**src/rtl/preg_free_list_if.sv**
```systemverilog
// Free-list handshake bundle: allocation (rename) and release (retire).
// slave: free list side; master: rename/retire side.
interface preg_free_list_if #(
  parameter int PREG_W = 5
);
  logic              alloc_valid_o;
  logic [PREG_W-1:0] alloc_preg_o;
  logic              alloc_ready_i;
  logic              free_valid_i;
  logic [PREG_W-1:0] free_preg_i;

  modport slave (
    output alloc_valid_o,
    output alloc_preg_o,
    input  alloc_ready_i,
    input  free_valid_i,
    input  free_preg_i
  );

  modport master (
    input  alloc_valid_o,
    input  alloc_preg_o,
    output alloc_ready_i,
    output free_valid_i,
    output free_preg_i
  );
endinterface

```
**src/rtl/preg_free_list.sv**
```systemverilog
// Physical-register free list: circular FIFO of free preg IDs, rebuilt by
// an INIT walk after rst/squash. Ports: clk, rst (sync, active-high),
// squash_i, fl (slave: alloc_valid_o/alloc_preg_o/alloc_ready_i,
// free_valid_i/free_preg_i), count_o, init_done_o, err_o.
// Optional macro PREG_FREE_LIST_CHECK_EN adds double-free/overflow checks.
module preg_free_list #(
  parameter int NPREG  = 32,
  parameter int PREG_W = $clog2(NPREG)
) (
  input  logic              clk,
  input  logic              rst,
  input  logic              squash_i,
  preg_free_list_if.slave   fl,
  output logic [PREG_W:0]   count_o,
  output logic              init_done_o,
  output logic              err_o
);

  localparam logic [PREG_W:0] FULL = (PREG_W+1)'(NPREG);
  localparam logic [PREG_W:0] LAST = FULL - (PREG_W+1)'(1);

  typedef enum logic {
    S_INIT,
    S_RUN
  } state_t;

  state_t            state_q;
  logic [PREG_W:0]   walk_q;
  logic [PREG_W-1:0] head_q;
  logic [PREG_W-1:0] tail_q;
  logic [PREG_W:0]   count_q;
  logic              done_q;
  logic              err_q;
  logic [PREG_W-1:0] mem_q [NPREG];

  logic              run;
  logic              full;
  logic              alloc_valid;
  logic              alloc_fire;
  logic              free_fire;
  logic              init_wr;
  logic              err_set;
  logic [PREG_W:0]   count_d;

`ifdef PREG_FREE_LIST_CHECK_EN
  logic [NPREG-1:0]  inlist_q;
  logic              dup;
`endif

  always_comb begin
    run         = (state_q == S_RUN);
    full        = (count_q == FULL);
    alloc_valid = run && (count_q != '0);
    alloc_fire  = alloc_valid && fl.alloc_ready_i && !squash_i;
    init_wr     = !run && !squash_i && !rst;
`ifdef PREG_FREE_LIST_CHECK_EN
    dup         = inlist_q[fl.free_preg_i];
    free_fire   = run && !squash_i && fl.free_valid_i && !full && !dup;
    // a free in INIT is flagged even when a squash lands the same cycle
    err_set     = fl.free_valid_i &&
                  (!run || (!squash_i && (full || dup)));
`else
    free_fire   = run && !squash_i && fl.free_valid_i && !full;
    err_set     = 1'b0;
`endif
    count_d     = count_q
                + (PREG_W+1)'(free_fire)
                - (PREG_W+1)'(alloc_fire);
  end

  // gated so the presented ID is 0 while nothing is offered
  always_comb begin
    fl.alloc_valid_o = alloc_valid;
    fl.alloc_preg_o  = alloc_valid ? mem_q[head_q] : '0;
    count_o          = count_q;
    init_done_o      = done_q;
    err_o            = err_q;
  end

  always_ff @(posedge clk) begin
    if (rst) begin
      state_q <= S_INIT;
      walk_q  <= '0;
      head_q  <= '0;
      tail_q  <= '0;
      count_q <= '0;
      done_q  <= 1'b0;
      err_q   <= 1'b0;
    end else begin
      err_q <= err_q | err_set;
      if (squash_i) begin
        state_q <= S_INIT;
        walk_q  <= '0;
        count_q <= '0;
        done_q  <= 1'b0;
      end else begin
        case (state_q)
          S_INIT: begin
            walk_q <= walk_q + (PREG_W+1)'(1);
            if (walk_q == LAST) begin
              state_q <= S_RUN;
              walk_q  <= '0;
              head_q  <= '0;
              tail_q  <= '0;
              count_q <= FULL;
              done_q  <= 1'b1;
            end
          end
          S_RUN: begin
            if (alloc_fire)
              head_q <= head_q + PREG_W'(1);
            if (free_fire)
              tail_q <= tail_q + PREG_W'(1);
            count_q <= count_d;
          end
          default: begin
            state_q <= S_INIT;
            walk_q  <= '0;
            count_q <= '0;
            done_q  <= 1'b0;
          end
        endcase
      end
    end
  end

  always_ff @(posedge clk) begin
    if (init_wr)
      mem_q[walk_q[PREG_W-1:0]] <= walk_q[PREG_W-1:0];
    else if (free_fire)
      mem_q[tail_q] <= fl.free_preg_i;
  end

`ifdef PREG_FREE_LIST_CHECK_EN
  // free_fire excludes pregs already listed, so clear/set never collide
  always_ff @(posedge clk) begin
    if (rst || squash_i) begin
      inlist_q <= '0;
    end else begin
      if (init_wr)
        inlist_q[walk_q[PREG_W-1:0]] <= 1'b1;
      if (alloc_fire)
        inlist_q[mem_q[head_q]] <= 1'b0;
      if (free_fire)
        inlist_q[fl.free_preg_i] <= 1'b1;
    end
  end
`endif

endmodule

```
**src/flat_wrapper.sv**
```systemverilog
// flat-port wrapper written by rule: the top's interface ports become plain ports
module preg_free_list_flat 
#(
  parameter int NPREG  = 32,
  parameter int PREG_W = $clog2(NPREG)
)
  (clk, rst, squash_i, count_o, init_done_o, err_o, fl_alloc_valid_o, fl_alloc_preg_o, fl_alloc_ready_i, fl_free_valid_i, fl_free_preg_i);
  preg_free_list_if #(.PREG_W(PREG_W)) fl_i ();
  input  logic clk;
  input  logic rst;
  input  logic squash_i;
  output logic [PREG_W:0] count_o;
  output logic init_done_o;
  output logic err_o;
  output wire logic [$bits(fl_i.alloc_valid_o)-1:0] fl_alloc_valid_o;
  output wire logic [$bits(fl_i.alloc_preg_o)-1:0] fl_alloc_preg_o;
  input wire logic [$bits(fl_i.alloc_ready_i)-1:0] fl_alloc_ready_i;
  input wire logic [$bits(fl_i.free_valid_i)-1:0] fl_free_valid_i;
  input wire logic [$bits(fl_i.free_preg_i)-1:0] fl_free_preg_i;
  assign fl_alloc_valid_o = fl_i.alloc_valid_o;
  assign fl_alloc_preg_o = fl_i.alloc_preg_o;
  assign fl_i.alloc_ready_i = fl_alloc_ready_i;
  assign fl_i.free_valid_i = fl_free_valid_i;
  assign fl_i.free_preg_i = fl_free_preg_i;
  preg_free_list #(.NPREG(NPREG), .PREG_W(PREG_W)) u_core (.clk(clk), .rst(rst), .squash_i(squash_i), .fl(fl_i), .count_o(count_o), .init_done_o(init_done_o), .err_o(err_o));
endmodule
```
**config.mk**
```make
export PLATFORM = sky130hd
export DESIGN_NAME = preg_free_list_flat
export DESIGN_NICKNAME = d
export VERILOG_FILES = /design/src/rtl/preg_free_list_if.sv /design/src/rtl/preg_free_list.sv /design/src/flat_wrapper.sv
export SDC_FILE = /design/constraint.sdc
export NUM_CORES = 1
export LEC_CHECK = 0
export ABC_AREA = 1
export CAP_MARGIN = 0
export CORE_MARGIN = 2
export CORE_UTILIZATION = 35
export DETAILED_ROUTE_END_ITERATION = 10
export PLACE_DENSITY = 0.54
export SETUP_SLACK_MARGIN = 0.02
export SYNTH_ARGS = -nofsm -noshare
export SYNTH_HDL_FRONTEND = slang
export SYNTH_SLANG_ARGS = --single-unit
```
**constraint.sdc**
```tcl
create_clock -name clk -period 2.4 [get_ports clk]
set_clock_uncertainty 0.05 [all_clocks]
set_input_delay 0.24 -clock clk [delete_from_list [all_inputs] [get_ports clk]]
set_output_delay 0.24 -clock clk [all_outputs]
set_load 0.03 [all_outputs]
```
==> summary.md, run 1 <==
| Metric | Value |
|---|---|
| Placed cells | 1,208 |
| DRT iter0 DRCs | 426 |
| WL per Instance | 16.8 um |
| Slowest stage cell, crit path | dfxtp_4 |
| Die ar. | 24,800 um2 |
| Core region area | 23,300 um2 |
| Detailed-route wire length | 21,400 um |
| Final period util | 98.3% |
| Htree depth | 4 |
| Layout Cells excl Fill | 1,272 |
| Post-synthesis register bit count | 189 |
| Fmax | 0.424 GHz |
| RR Endpoint | u_core.count_o[4] |
| CP Data Arrival Time | 2.07 ns |
| Filler Cells Inserted | 2,151 |
| Reg2reg setup slack | 0.05 ns |
| HP Class | register to register |
| RSZ-0062 raised after global routing | true |
| Leading area contributor after synthesis | edfxtp_1 |
| Drt drc | 0 |
| Drt pass-1 iters | 5 |
| Final Util | 46.5% |
| Clock Pin Slew Worst Setup and Hold Paths | 0.07 ns |
| Startpoint Class | register |
| CTS tree | built |
| Worst IR drop on VDD | 0.463 mV |
| Via count | 6,039 |
| Hold_buf cts | 0 |
| Routed Antenna Nets | 0 |
| Initial Util | 35.4% |
| Top cell type's share of synthesized area | 58.2% |
| Hpwl dp | 12,800 um |
| Total track usage | 17.2% |
| Die Span X | 158 um |
| Synth top area cells | edfxtp_1 (58%), nand2_1 (12%), nand3_1 (7.9%), dfxtp_1 (7.0%), nor2_1 (3.8%) |
| Power Density | 604 nW/um2 |
| First-pass GRT wire length | 31,700 um |
| Area Growth Syn to Fin | 31.5% |
| Nets@finish | 963 |
| Maximum Capacitance Violations | 0 |
| Total Power | 6.56 mW |
| Number of global-route vias before repair | 5,736 |
| Initial antenna violation count | 0 |
| Leakage | 4.11 nW |
| Clock Tree Buf Depth | 2 |
| Crit Path Class | register to output port |
| Root Buffer | clkbuf_16 |
| Post-Syn Area | 8250 um2 |
| Top Family by Delay on Critical Path | simple AND/OR/NAND/NOR gates |
| Syn Area/Cell | 10.0 um2 |
| Distinct cell type count of the synthesized netlist | 31 |
| RD Place Congestion | 0.793 |
| Register area share after synthesis | 65.3% |
| Comb pwr share | 1.6% |
| Status | completed |
| Crit path to | fl_alloc_preg_o[3] |
| Share of cells above drive strength 1 | 26.2% |
| Req. time, crit path | 2.11 ns |
| Worst R2R Start | u_core.count_o[3] |
| Fin crit period | 2.36 ns |
| Clock sink count | 189 |
| Levels on crit path | 12 |
| Final setup vio count | 0 |
| Hold Vio Cnt, Final | 0 |
| Ant. Diodes | 0 |
| Buffers & Inverters on Critical Path | 4 |
| Num rows | 56 |
| Worst-Skew Late Latency | 0.44 ns |
| TritonCTS Buffers | 17 |
| P_sw | 1.34 mW |
| CP peak stage delay | 0.41 ns |
| Height of the die | 158 um |
| CP dominant cell by count | nand2_1 |
| Post-Syn Instances | 822 |
| Hold_sp | u_core.init_done_o |
| Worst Setup End Kind | output port |
| R2R cell count | 14 |
| Slew Viols, Final | 0 |
| Vias/cell | 4.75 |
| Worst-path maximum fanout | 10 |
| Pint | 5.22 mW |
| Power share of the clock group | 44.5% |
| Number of synthesis warnings | 0 |
| Seq pwr share | 53.9% |
| Total gr overflow | 0 |
| Largest net degree at the start of global routing | 37 |
| Port Buffers | 22 |
| CP cell instances | buf_12, clkinv_16, clkbuf_16, nand2_1, nand3_1, nand3_2, nand2_2, nand2_1, nand3_2, nand2_1, nor2_2, buf_6 |
| Sw Share | 20.4% |
| Syn Nets | 845 |
| Ports | 24 |
layer usage:
layer	GRT usage [%]	wire, um
met1	23.6	9890
met4	6.02	370
met2	27.6	10100
met5	0	0
met3	2.81	998
flip-flops by register name, indices dropped and copies added, names as in the netlist, named ones only:
signal	count
u_core.head_q	5
u_core.count_o	6
u_core.init_done_o	1
u_core.mem_q	160
u_core.tail_q	5
u_core.run	1
u_core.walk_q	6
cell usage after synthesis:
cell and count:
nand2_1 255, edfxtp_1 160, nand3_1 130, nor2_1 83, inv_1 37, dfxtp_1 29
a21oi_1 19, clkbuf_1 18, o21ai_0 18, buf_2 12, ha_1 12, xor2_1 8
inv_2 5, o21ai_2 5, buf_1 4, nand4_1 4, nand2_2 3, buf_4 2
nand3_2 2, nor2_2 2, nor3_1 2, o21ai_1 2, o21bai_1 2, a21oi_2 1
and3_1 1, buf_6 1, clkinv_1 1, conb_1 1, fa_1 1, o211a_1 1
or2_2 1
power groups by stage:
| stage | clock network [mW] | logic, mW | registers, mW |
|---|---|---|---|
| floorplan | 0 | 0.0448 | 3.61 |
| global placement | 0 | 0.100 | 3.61 |
| detailed placement | 0 | 0.101 | 3.61 |
| CTS | 2.95 | 0.101 | 3.53 |
| global route | 3.06 | 0.115 | 3.53 |
| finish | 2.92 | 0.105 | 3.53 |
cell usage in the layout, fill, tap and decap left out, types with 9 or more instances in the layout:
cell / instances
o21ai_2: 9
clkbuf_16: 27
nor2_1: 57
a21oi_1: 16
nor2_2: 27
buf_6: 10
dfxtp_1: 24
nand2_1: 245
clkdlybuf4s50_1: 16
edfxtp_1: 160
nand3_1: 107
ha_1: 9
nand3_2: 25
inv_1: 31
buf_4: 87
inv_2: 10
nand2_2: 12
stage by stage:
step                worst slack (ns)  hold WS, ns  TNS [ns]  area [um2]
finish                        0.0404        0.406         0       10900
floorplan                     0.0359        0.378         0        8250
detailed placement            -0.246        0.402    -18.41        9360
global placement              -0.162        0.398    -13.46        9360
global route                 -0.0944        0.441     -1.75       10900
CTS                           0.0157        0.414         0       10100
cell families (layout without fill, tap and decap cells):
logic type | count (synthesis) | after routing | synth area share (%)
AND/OR/NAND/NOR | 483 | 483 | 24.5
AO/OA/AOI/OAI | 48 | 48 | 3.31
other | 1 | 1 | 0.0455
adder cells (fa/ha/maj) | 13 | 13 | 2.06
XOR/XNOR | 8 | 8 | 0.849
buffers and inverters | 80 | 211 | 4.00
flip-flops | 189 | 189 | 65.3
worst min-delay path, delay by kind of cell, from the launching register on:
| family | cells | cell delay [ns] |
|---|---|---|
| AO/OA/AOI/OAI | 1 | 0.05 |
| buffers and inverters | 1 | 0.05 |
| flip-flops | 1 | 0.31 |
how the worst min path moves through the flow:
stage                          to  slack, ns  cells after the start
2_1_floorplan    u_core.walk_q[0]       0.38                      3
3_3_place_gp   u_core.init_done_o       0.40                      2
3_5_place_dp   u_core.init_done_o       0.40                      2
4_1_cts        u_core.init_done_o       0.41                      2
5_1_grt        u_core.init_done_o       0.44                      2
6_report       u_core.init_done_o       0.41                      2
layout make-up:
type / instances / area (um2) / share of cell area, %
Inverter: 43 / 188 / 1.73
Clock inverter: 10 / 111 / 1.03
Timing Repair inverter: 1 / 8.76 / 0.0807
Clock buffer: 22 / 507 / 4.67
Tap cell: 319 / 399 / 3.68
Multi-Input combinational cell: 553 / 2820 / 26.0
Sequential cell: 189 / 5390 / 49.7
Timing Repair Buffer: 135 / 1420 / 13.1
timing repair:
action	4_1_cts	5_1_grt
setup endpoints to repair	33	132
gates cloned	3	10
hold endpoints to repair	0	0
gates resized for setup	20	99
buffers inserted	5	14
pin swaps	6	52
Power figures use the tool's default switching activity.
==> run 2: changes to the inputs <==
--- a/config.mk
+++ b/config.mk
@@ -10,7 +10,7 @@
 export CORE_MARGIN = 2
 export CORE_UTILIZATION = 35
 export DETAILED_ROUTE_END_ITERATION = 10
-export PLACE_DENSITY = 0.54
+export PLACE_DENSITY = 0.52
 export SETUP_SLACK_MARGIN = 0.02
 export SYNTH_ARGS = -nofsm -noshare
 export SYNTH_HDL_FRONTEND = slang
==> constraint.sdc (replaced) <==
create_clock -name clk -period 2.54 [get_ports clk]
set_clock_uncertainty 0.05 [all_clocks]
set_input_delay 0.254 -clock clk [delete_from_list [all_inputs] [get_ports clk]]
set_output_delay 0.254 -clock clk [all_outputs]
set_load 0.03 [all_outputs]
==> run 2 against run 1 <==
Utilization shrank 3.9 points. Largest power group unchanged. Largest cell class unchanged. Highest routed layer unchanged. Design area shrank 8.3%. Die area is the same. Sequential share of layout area grew 4.4 points.
==> summary.md, run 2 (synthesized netlist as in run 1, its figures left out) <==
| Metric | Value |
|---|---|
| Num rows | 56 (unchanged) |
| Worst IR drop on VDD | 0.459 mV (was 0.463 mV) |
| Largest Register | u_core.mem_q (unchanged) |
| Crit path to | fl_alloc_preg_o[1] (was fl_alloc_preg_o[3]) |
| Setup TNS | 0 ns (unchanged) |
| Die Span X | 158 um (unchanged) |
| Reg2reg setup slack | 0.17 ns (was 0.05 ns) |
| Share of cells above drive strength 1 | 15.6% (was 26.2%) |
| P_sw | 1.30 mW (was 1.34 mW) |
| HP Class | register to register (unchanged) |
| Commonest non-fill, non-tap cell in the layout | nand2_1 (unchanged) |
| Slew Viols, Final | 0 (unchanged) |
| WL per Instance | 15.9 um (was 16.8 um) |
| Fmax | 0.419 GHz |
| Worst-Skew Late Latency | 0.44 ns (about the same) |
| First-pass GRT wire length | 31,000 um (was 31,700 um) |
| DRT iter0 DRCs | 402 (was 426) |
| Final setup vio count | 0 (unchanged) |
| Clock Tree Buf Depth | 2 (unchanged) |
| Total Power | 6.17 mW (was 6.56 mW) |
| Fin crit period | 2.39 ns |
| Worst R2R Start | u_core.count_o[3] (unchanged) |
| CTS tree | built (unchanged) |
| Port Buffers | 22 (unchanged) |
| Crit Path Class | register to output port (unchanged) |
| CP Data Arrival Time | 2.08 ns (was 2.07 ns) |
| Hpwl dp | 12,600 um (was 12,800 um) |
| Largest net degree at the start of global routing | 37 (unchanged) |
| R2R cell count | 14 (unchanged) |
| TritonCTS Buffers | 17 (unchanged) |
| Largest register FFs | 160 (unchanged) |
| Seq pwr share | 54.1% (was 53.9%) |
| RR Endpoint | u_core.count_o[4] (unchanged) |
| Vias/cell | 4.67 (was 4.75) |
| Clock Pin Slew Worst Setup and Hold Paths | 0.08 ns (was 0.07 ns) |
| Final period util | 94.0% |
| Most frequent cells in the layout | nand2_1 (255), edfxtp_1 (160), nand3_1 (127) (was nand2_1 (245), edfxtp_1 (160), nand3_1 (107)) |
| Startpoint Class | register (unchanged) |
| Initial Util | 35.4% (unchanged) |
| Drt drc | 0 (unchanged) |
| Area Growth Syn to Fin | 20.6% (was 31.5%) |
| Layout Cells excl Fill | 1,227 (was 1,272) |
| Die ar. | 24,800 um2 (unchanged) |
| Filler Cells Inserted | 2,248 (was 2,151) |
| Htree depth | 4 (unchanged) |
| Power Density | 620 nW/um2 (was 604 nW/um2) |
| Req. time, crit path | 2.24 ns (was 2.11 ns) |
| Worst-path maximum fanout | 5 (was 10) |
| Maximum Capacitance Violations | 0 (unchanged) |
| Initial antenna violation count | 0 (unchanged) |
| Routed Antenna Nets | 0 (unchanged) |
| Ports | 24 (unchanged) |
| Clock sink count | 189 (unchanged) |
| Sw Share | 21.1% (was 20.4%) |
| Via count | 5,733 (was 6,039) |
| Number of global-route vias before repair | 5,697 (was 5,736) |
| Comb pwr share | 1.4% (was 1.6%) |
| Final Util | 42.7% (was 46.5%) |
| Power share of the clock group | 44.5% (about the same) |
| Drt pass-1 iters | 5 (unchanged) |
| RSZ-0062 raised after global routing | true (unchanged) |
| Detailed-route wire length | 19,500 um (was 21,400 um) |
| Status | completed (unchanged) |
| Root Buffer | clkbuf_16 (unchanged) |
| Leakage | 3.74 nW (was 4.11 nW) |
| Total track usage | 16.8% (was 17.2%) |
| Worst Setup End Kind | output port (unchanged) |
| Ant. Diodes | 0 (unchanged) |
| Pint | 4.87 mW (was 5.22 mW) |
| Hold Vio Cnt, Final | 0 (unchanged) |
| Core region area | 23,300 um2 (unchanged) |
| RD Place Congestion | 0.803 (was 0.793) |
| Nets@finish | 918 (was 963) |
| Setup crit start | u_core.count_o[4] |
| Total gr overflow | 0 (unchanged) |
| Placed cells | 1,193 (was 1,208) |
| Height of the die | 158 um (unchanged) |
-- run 2: changes by cell type in the layout (fill, tap and decap cells not counted), sizes merged --
cell / before / now
buf: 110 / 74
clkinvlp: 0 / 1
bufinv: 1 / 0
clkbuf: 30 / 21
-- run 2: cell type report --
cell class / instances / area [um2] / area share [%]
clock buffers: 21 / 514 / 5.17
clock inverters: 11 / 105 / 1.06
inverters: 43 / 169 / 1.70
multi-input cells: 553 / 2570 / 25.9
flip-flops and latches: 189 / 5390 / 54.2
well taps: 319 / 399 / 4.01
repair buffers: 91 / 802 / 8.06
-- run 2: routing by layer --
layer	routed length, um	GRT usage [%]
met1	9170	22.6
met2	9390	27.5
met3	647	2.81
met4	348	5.71
met5	0	0
-- run 2: power by group through the flow --
stage | Clock [mW] | Sequential (mW) | Combinational [mW]
after floorplan | 0 | 3.41 | 0.0423
after global placement | 0 | 3.41 | 0.0892
after detailed placement | 0 | 3.41 | 0.0901
after CTS | 2.79 | 3.34 | 0.0901
after global routing | 2.89 | 3.34 | 0.0990
final | 2.75 | 3.34 | 0.0889
-- run 2: how the worst min path moves through the flow --
stage	start	end	cells after the start
3_5_place_dp	u_core.init_done_o	u_core.init_done_o	2
4_1_cts	u_core.init_done_o	u_core.init_done_o	2
5_1_grt	u_core.init_done_o	u_core.init_done_o	2
6_report	u_core.init_done_o	u_core.init_done_o	2
3_3_place_gp	u_core.init_done_o	u_core.init_done_o	2
2_1_floorplan	squash_i	u_core.walk_q[0]	3
-- run 2: worst max-delay path, stage by stage, from the launching register on --
cell and delay (ns):
dfxtp_1 0.37, inv_2 0.07, ha_1 0.19, nand4_1 0.13, buf_4 0.13, nand2_1 0.08
inv_2 0.13, buf_4 0.16, nand2_1 0.07, nor2_2 0.14, buf_4 0.18
-- run 2: per-stage QoR --
stage                     hold slack [ns]  setup slack, ns  cell area [um2]
after global routing                0.449          -0.0259             9950
after global placement              0.391           0.0380             9240
after floorplan                     0.392            0.104             8250
final                               0.417            0.153             9950
after CTS                           0.424           0.0348             9860
after detailed placement            0.412           0.0101             9240
-- run 2: timing repair --
| item | 4_1_cts | 5_1_grt |
|---|---|---|
| hold buffers | 0 | 0 |
| pin swaps | 0 | 4 |
| resized for setup | 2 | 28 |
| gates cloned | 0 | 0 |
| endpoints found under the setup margin | 6 | 28 |
| setup buffers | 0 | 2 |
